<file path="config.mk">
export PLATFORM = sky130hd
export DESIGN_NAME = alu_ctrl
export DESIGN_NICKNAME = d
export VERILOG_FILES = /design/src/rtl/alu_ctrl_pkg.sv /design/src/rtl/alu_ctrl_core.sv /design/src/rtl/alu_ctrl.sv
export SDC_FILE = /design/constraint.sdc
export NUM_CORES = 1
export LEC_CHECK = 0
export CELL_PAD_IN_SITES_DETAIL_PLACEMENT = 0
export CELL_PAD_IN_SITES_GLOBAL_PLACEMENT = 1
export CORE_UTILIZATION = 45
export DETAILED_ROUTE_END_ITERATION = 8
export DONT_BUFFER_PORTS = 1
export GPL_TIMING_DRIVEN = 0
export PLACE_DENSITY_LB_ADDON = 0.1
export SYNTH_ARGS = -nofsm -noshare
export SYNTH_HDL_FRONTEND = slang
export SYNTH_SLANG_ARGS = --single-unit
</file>
<file path="constraint.sdc">
create_clock -name clock -period 3.8 [get_ports clock]
set_input_delay 0 -clock clock [delete_from_list [all_inputs] [get_ports clock]]
set_output_delay 0 -clock clock [all_outputs]
set_load 0.05 [all_outputs]
</file>
<file path="src/rtl/alu_ctrl_pkg.sv">
// ---------------------------------------------------------------------------
// alu_ctrl_pkg
// Shared definitions for the alu_ctrl block: command op encodings and the
// controller FSM state type.
// Optional feature macro used by the block: ALU_CTRL_CARRY_EN (adds rsp_carry).
// ---------------------------------------------------------------------------
package alu_ctrl_pkg;

    typedef enum logic [1:0] {
        OP_AND = 2'b00,
        OP_ADD = 2'b01,
        OP_SLL = 2'b10,
        OP_SLT = 2'b11
    } op_e;

    typedef enum logic [1:0] {
        ST_IDLE = 2'b00,
        ST_EXEC = 2'b01,
        ST_RESP = 2'b10
    } state_e;

endpackage : alu_ctrl_pkg

</file>
<file path="src/rtl/alu_ctrl_core.sv">
// ---------------------------------------------------------------------------
// alu_ctrl_core
// Purely combinational single-cycle datapath for AND, ADD (wrapping) and
// unsigned SLT. SLL is iterative and lives in the controller, so this core
// returns 0 for it.
// Macro ALU_CTRL_CARRY_EN: when defined, o_carry carries the ADD carry-out.
//
// Ports:
//   i_op      operation (op_e)
//   i_x, i_y  operands
//   o_result  combinational result
//   o_carry   ADD carry-out, 0 for other ops (ALU_CTRL_CARRY_EN only)
// ---------------------------------------------------------------------------
module alu_ctrl_core
    import alu_ctrl_pkg::*;
#(
    parameter int WIDTH = 4
) (
    input  op_e              i_op,
    input  logic [WIDTH-1:0] i_x,
    input  logic [WIDTH-1:0] i_y,
    output logic [WIDTH-1:0] o_result
`ifdef ALU_CTRL_CARRY_EN
    ,
    output logic             o_carry
`endif
);

`ifdef ALU_CTRL_CARRY_EN
    // One extra bit so the carry-out falls out of the same adder.
    logic [WIDTH:0] w_sum;
    assign w_sum = {1'b0, i_x} + {1'b0, i_y};
`endif

    always_comb begin
        // NOTE: every output gets a default first so no path leaves it
        // unassigned, which would otherwise infer a latch.
        o_result = '0;
`ifdef ALU_CTRL_CARRY_EN
        o_carry  = 1'b0;
`endif
        case (i_op)
            OP_AND: o_result = i_x & i_y;
`ifdef ALU_CTRL_CARRY_EN
            OP_ADD: {o_carry, o_result} = w_sum;
`else
            OP_ADD: o_result = i_x + i_y;
`endif
            OP_SLT: o_result = WIDTH'(i_x < i_y);
            default: o_result = '0;
        endcase
    end

endmodule : alu_ctrl_core

</file>
<file path="src/rtl/alu_ctrl.sv">
// ---------------------------------------------------------------------------
// alu_ctrl
// Command/response ALU controller. A command is accepted in IDLE, executed
// in EXEC (one cycle for AND/ADD/SLT, shamt+1 cycles for the iterative SLL)
// and held in RESP until the consumer takes it. The last result stays on
// rsp_result/rsp_zero until the next one is registered.
// Macro ALU_CTRL_CARRY_EN: when defined, adds the registered rsp_carry output.
//
// Ports:
//   clock, reset            clock, asynchronous active-high reset
//   cmd_valid/cmd_ready     command handshake (ready only in IDLE)
//   cmd_op/x/y/shamt        command fields, captured on accept
//   rsp_valid/rsp_ready     response handshake
//   rsp_result, rsp_zero    registered result and its zero flag
//   rsp_carry               registered ADD carry (ALU_CTRL_CARRY_EN only)
//   busy                    high in any state other than IDLE
// ---------------------------------------------------------------------------
module alu_ctrl
    import alu_ctrl_pkg::*;
#(
    parameter int WIDTH = 4,
    parameter int SHIFT = 2
) (
    input  logic             clock,
    input  logic             reset,
    input  logic             cmd_valid,
    output logic             cmd_ready,
    input  logic [1:0]       cmd_op,
    input  logic [WIDTH-1:0] cmd_x,
    input  logic [WIDTH-1:0] cmd_y,
    input  logic [SHIFT-1:0] cmd_shamt,
    output logic             rsp_valid,
    input  logic             rsp_ready,
    output logic [WIDTH-1:0] rsp_result,
    output logic             rsp_zero,
    output logic             busy
`ifdef ALU_CTRL_CARRY_EN
    ,
    output logic             rsp_carry
`endif
);

    state_e           r_state;
    op_e              r_op;
    logic [WIDTH-1:0] r_x;
    logic [WIDTH-1:0] r_y;      // also the SLL working register
    logic [SHIFT-1:0] r_cnt;    // remaining SLL shift steps
    logic [WIDTH-1:0] r_result;
    logic             r_zero;
    logic [WIDTH-1:0] w_core_result;
`ifdef ALU_CTRL_CARRY_EN
    logic             r_carry;
    logic             w_core_carry;
`endif

    alu_ctrl_core #(
        .WIDTH    (WIDTH)
    ) u_core (
        .i_op     (r_op),
        .i_x      (r_x),
        .i_y      (r_y),
        .o_result (w_core_result)
`ifdef ALU_CTRL_CARRY_EN
        ,
        .o_carry  (w_core_carry)
`endif
    );

    // NOTE: sequential state uses non-blocking assignments so every register
    // samples pre-edge values, independent of statement order.
    always_ff @(posedge clock or posedge reset) begin
        if (reset) begin
            r_state  <= ST_IDLE;
            r_op     <= OP_AND;
            r_x      <= '0;
            r_y      <= '0;
            r_cnt    <= '0;
            r_result <= '0;
            r_zero   <= 1'b1;
`ifdef ALU_CTRL_CARRY_EN
            r_carry  <= 1'b0;
`endif
        end else begin
            case (r_state)
                ST_IDLE: begin
                    if (cmd_valid) begin
                        r_op    <= op_e'(cmd_op);
                        r_x     <= cmd_x;
                        r_y     <= cmd_y;
                        r_cnt   <= cmd_shamt;
                        r_state <= ST_EXEC;
                    end
                end
                ST_EXEC: begin
                    if (r_op == OP_SLL) begin
                        // One bit per cycle; finish once the count is spent.
                        if (r_cnt != '0) begin
                            r_y   <= r_y << 1;
                            r_cnt <= r_cnt - SHIFT'(1);
                        end else begin
                            r_result <= r_y;
                            r_zero   <= (r_y == '0);
`ifdef ALU_CTRL_CARRY_EN
                            r_carry  <= 1'b0;
`endif
                            r_state  <= ST_RESP;
                        end
                    end else begin
                        r_result <= w_core_result;
                        r_zero   <= (w_core_result == '0);
`ifdef ALU_CTRL_CARRY_EN
                        r_carry  <= w_core_carry;
`endif
                        r_state  <= ST_RESP;
                    end
                end
                ST_RESP: begin
                    if (rsp_ready) begin
                        r_state <= ST_IDLE;
                    end
                end
                default: r_state <= ST_IDLE;
            endcase
        end
    end

    assign cmd_ready  = (r_state == ST_IDLE);
    assign busy       = (r_state != ST_IDLE);
    assign rsp_valid  = (r_state == ST_RESP);
    assign rsp_result = r_result;
    assign rsp_zero   = r_zero;
`ifdef ALU_CTRL_CARRY_EN
    assign rsp_carry  = r_carry;
`endif

endmodule : alu_ctrl

</file>
# [Word level (Yosys, flattened, before mapping)]
# Index checks and enable logic that the tools add are counted.
[totals] register_bits=19 in_bits=16
[classes] add_sub_neg=2 order_cmp=1 eq_ne=11 mux=18 bitwise=1 n_reduce_logical=11
[op_table] op="$mux W4" count=5
[op_table] op="$mux W2" count=7
[op_table] op="$pmux W4 S3" count=1
[op_table] op="$logic_not A4 Y1" count=2
[op_table] op="$ne A2 B2 Y1 const B" count=4
[op_table] op="$pmux W4 S2" count=1
[op_table] op="$eq A2 B2 Y1 const B" count=3
[op_table] op="$pmux W2 S3" count=1
[op_table] op="$reduce_bool A2 Y1" count=3
[op_table] op="$add A4 B4 Y4" count=1
[op_table] op="$and A4 B4 Y4" count=1
[op_table] op="$eq A2 B1 Y1 const B" count=2
[op_table] op="$logic_not A2 Y1" count=2
[op_table] op="$lt A4 B4 Y1" count=1
[op_table] op="$pmux W2 S2" count=1
[op_table] op="$reduce_and A2 Y1" count=2
[op_table] op="$reduce_and A4 Y1" count=1
[op_table] op="$ne A3 B3 Y1 const B" count=1
[op_table] op="$reduce_and A3 Y1" count=1
[op_table] op="$mux W1" count=2
[op_table] op="$ne A2 B1 Y1 const B" count=1
[op_table] op="$sub A2 B1 Y2 const B" count=1

# [Longest topological paths before layout]
[depth] depth_word=4 depth_mapped=8 mapped_depth_nobuf=7

# [By module]
# From an unflattened synthesis, not the netlist that was laid out.
[unflattened] hier_cells=109 hier_area_um2=1224.9
[modules_own_cells] mod="alu_ctrl" n_inst=1 cells_per_inst=77 area_each_um2=960.9 seq_area_each_um2=476.7
[modules_own_cells] mod="alu_ctrl_core" n_inst=1 cells_per_inst=32 area_each_um2=264.0 seq_area_each_um2=0.0

# [Worst setup path after synthesis]
# No wires, ideal clock.
[synth_path] path_kind="reg2reg" from="reg r_state[0]" to="reg r_op[0]" setup_ns=0.125 t_arrival_ns=1.837 t_required_ns=3.675 setup_slack_ns=1.839 path_stages_with_launch=6 cell_sequence="dfrtp_1 -> or2_2 -> inv_1 -> and2_1 -> buf_4 -> mux2_2"
[synth_via] elab_chain_cells=2
[synth_rtl] element="start, declared" line_no="alu_ctrl.sv:43" text="state_e r_state;"
[synth_rtl] element="start signal, assigned" line_no="alu_ctrl.sv:73" text="r_state <= ST_IDLE;"
[synth_rtl] element="start signal, assigned" line_no="alu_ctrl.sv:91" text="r_state <= ST_EXEC;"
[synth_rtl] element="start signal, assigned" line_no="alu_ctrl.sv:106" text="r_state <= ST_RESP;"
[synth_rtl] element="$logic_not A2 Y1"
[synth_rtl] element="named net cmd_ready" line_no="alu_ctrl.sv:27" text="output logic cmd_ready,"
[synth_rtl] element="$reduce_and A2 Y1 (no source line)"
[synth_rtl] element="end signal, assigned" line_no="alu_ctrl.sv:87" text="r_op <= op_e'(cmd_op);"
[synth_rtl] element="end, declared" line_no="alu_ctrl.sv:44" text="op_e r_op;"
# The timed path passes the listed nets, and every way through them passes these cells.
# A chain may end at the register's enable or synchronous reset.

# [Final worst setup path]
[layout_path] from="reg r_state[0]" to="reg r_y[0]"
[layout_via] elab_chain_cells=3 elab_cells_between_ends=8 cone_classes="eq/ne: 4; mux: 1; reduce/logical: 3"
[layout_rtl] element="$logic_not A2 Y1 (*)"
[layout_rtl] element="named net cmd_ready" line_no="alu_ctrl.sv:27"
[layout_rtl] element="$ne A2 B2 Y1 (no source line) or $reduce_bool A2 Y1 (tied branches)"
[layout_rtl] element="$reduce_and A4 Y1 (no source line)"
[layout_rtl] element="end signal, assigned" line_no="alu_ctrl.sv:89" text="r_y <= cmd_y;"
[layout_rtl] element="end signal, assigned" line_no="alu_ctrl.sv:98" text="r_y <= r_y << 1;"
[layout_rtl] element="end, declared" line_no="alu_ctrl.sv:46" text="logic [WIDTH-1:0] r_y;"
# Mark *: on every way through the listed nets, which the timed path passes. The rest lies on a longest branch.

==> reports/results.txt <==
Crit Path Category - flip-flop to flip-flop
Hold Path Class - input port to flip-flop
clock slew seen by the registers of the worst setup and hold paths - 110 ps
Synth Area per Inst - 9.51 sq um
sequential share of the synthesized area - 41.1%
Worst EP required - 4050 ps
Starting Density - 47.2%
Die Ht - 52.8 um
critical path peak fanout - 8
final hold violations - 0
Placer Congestion - 0.769
clk buf depth - 2
H-tree depth - 1
status - complete, no violations
Critical Path End Type - flip-flop
top cells by count, synth - 18 x dfrtp_1, 16 x nor2_1, 10 x inv_1, 10 x nand2_1, 9 x ha_1
Final period util - 62.1%
Die ar. - 2780 sq um
ratio of cells with drive above 1 in the final layout - 14.9%
Tmin final - 2360 ps
postcts setup bufs - 0
CTS Root Cell - clkbuf_4
count leader, synth - dfrtp_1
max cap viols - 0
HPWL Detailed - 1810 um
Mapped Area - 1160 sq um
core box area - 2450 sq um
Syn Inst Count - 122
WL/cell - 14.1 um
Area after DPL - 1200 sq um
Port Buffer Count - 0
Hold Slack - 90.8 ps
DRC violations left - 0
Met3 Wirelength - 66 um
synth-to-layout area growth - 18.4%
CTS resizes - 0
met1 WL - 1100 um
CP Data Arrival Time - 2610 ps
number of flops mapped to enable cells by yosys - 0
synth unique cells - 34
vias per cell - 5.31
initial antenna violation count - 0
Seq cells post-synth - 19
total CTS buffers - 3
Synth async-reset ratio - 100%
final instance area - 1370 sq um
primary flip-flop cell chosen by synthesis mapping - dfrtp_1
Synth top area share - 38.8%
pin count of the biggest net entering global routing - 20
placed cell count - 152
Die Wd - 52.8 um
Peak VDD IR - 0.499 mV
Overall Power - 0.00132 W
grt total ovfl - 0
I/O pin total - 24
CP startpoint kind - flip-flop
Post-Syn Nets - 148
first-pass GRT wire length - 3930 um
Post-Route Skew - 3.57 ps
P_leak - 0.640 nW
vias - 908
Slew headroom - 52.0%
Tightest Pin Transition - 720 ps
Final ANT Viol Nets - 0
Sink Count - 19
clk_lat worst skew - 300 ps
endpoints failing setup - 0
RSZ-0062 raised after global routing - false
Finished Layout Cells - 171
Pre-Repair DR Iteration Count - 3
vias in the first global route - 859
largest area contributor in the netlist - dfrtp_1
Nets - 168
fmax - 0.424 GHz
Cell Rows - 18
uppermost layer routed - met4
final slew viol count - 0
final WL - 2400 um
CTS tree - built
Synth warnings - 0
All-Layer GR Usage - 20.3%
Fin Setup TNS - 0 ps
Met2 Wirelength - 1210 um
Initial DRC Count - 9
Synth area leaders - dfrtp_1 39%, ha_1 9.7%, nor2_1 5.2%
P per Cell Area - 964 nW/um^2
antenna cells - 0
## layout by cell type (no fill, tap or decap), drive strengths merged, types with 5 or more instances in the layout
master       instances
inv                 10
o21ai                9
nand2               10
a21oi                8
buf                  5
dfrtp               18
nor2                16
clkbuf               5
mux2                 5
dlygate4sd3         15
ha                   9
## layout make-up
class	count	area [sq um]
multi-input combinational	87	612
timing repair buffer	15	150
clock buffer	4	26.3
buffer	6	33.8
sequential	19	477
tap	30	37.5
inverter	10	37.5
fill	244	1080
## worst max-delay path, cell delays in order, from the launching register on
cell	delay [ps]
dfrtp_1	430
or2_2	450
inv_1	400
and2_1	210
buf_4	170
nand2_1	70
nand2_1	50
dlygate4sd3_1	540
## metrics by stage
| stage | utilization, % | worst slack [ps] |
|---|---|---|
| after floorplan | - | 1840 |
| after global placement | 48.8 | 1770 |
| after detailed placement | 48.8 | 1710 |
| after CTS | 56.0 | 1440 |
| after global routing | 56.0 | 1360 |
| final | 56.0 | 1440 |
## metal layers
layer | track usage [%] | vias to the layer above
met5 | 0 | -
met2 | 34.2 | 17
met1 | 24.4 | 436
met3 | 4.64 | 5
li1 | - | 450
met4 | 8.77 | 0
## repair_timing
| action | in CTS | in global routing |
|---|---|---|
| hold buffers | 15 | 0 |
| endpoints found under the hold margin | 31 | 0 |
| setup endpoints to repair | 0 | 0 |
## state kept, by name, summed over array words and instances (netlist names)
signal	cells
r_op	2
r_y	4
r_cnt	2
r_x	4
r_state	2
rsp_zero	1
rsp_result	4
## worst paths after layout
path                                        start                endpoint  slack [ps]  depth (start not counted)
setup reg to reg           r_state[0]$_DFFE_PP0P_      r_y[0]$_DFFE_PP0P_        1440                          7
hold reg to reg              r_cnt[1]$_DFFE_PP0P_    r_cnt[1]$_DFFE_PP0P_         560                          2
setup / recovery           r_state[0]$_DFFE_PP0P_      r_y[0]$_DFFE_PP0P_        1440                          7
hold / removal                          cmd_valid      r_x[0]$_DFFE_PP0P_          90                          3
max in group asynchronous                   reset      r_x[1]$_DFFE_PP0P_        3110                          2
min in group asynchronous                   reset  r_state[1]$_DFFE_PP0P_         240                          2
## logic make-up (layout without fill, tap and decap cells)
family / after synthesis / in the layout / synth area share [%]
compound gates: 26 / 26 / 15.2
xor+xnor: 2 / 2 / 1.51
fa+ha+maj: 10 / 10 / 11.4
buf+inv: 16 / 35 / 6.15
flops: 19 / 19 / 41.1
mux: 9 / 9 / 8.31
simple gates: 40 / 40 / 16.3
## power by group
group	switching [W]	total [W]	internal (W)	leakage, nW
logic	0.000417	0.000734	0.000317	0.398
clock network	0.0000660	0.000107	0.0000410	0.0150
registers	0.000180	0.000484	0.000304	0.227
Note: power is estimated with default switching activity, not from simulation.
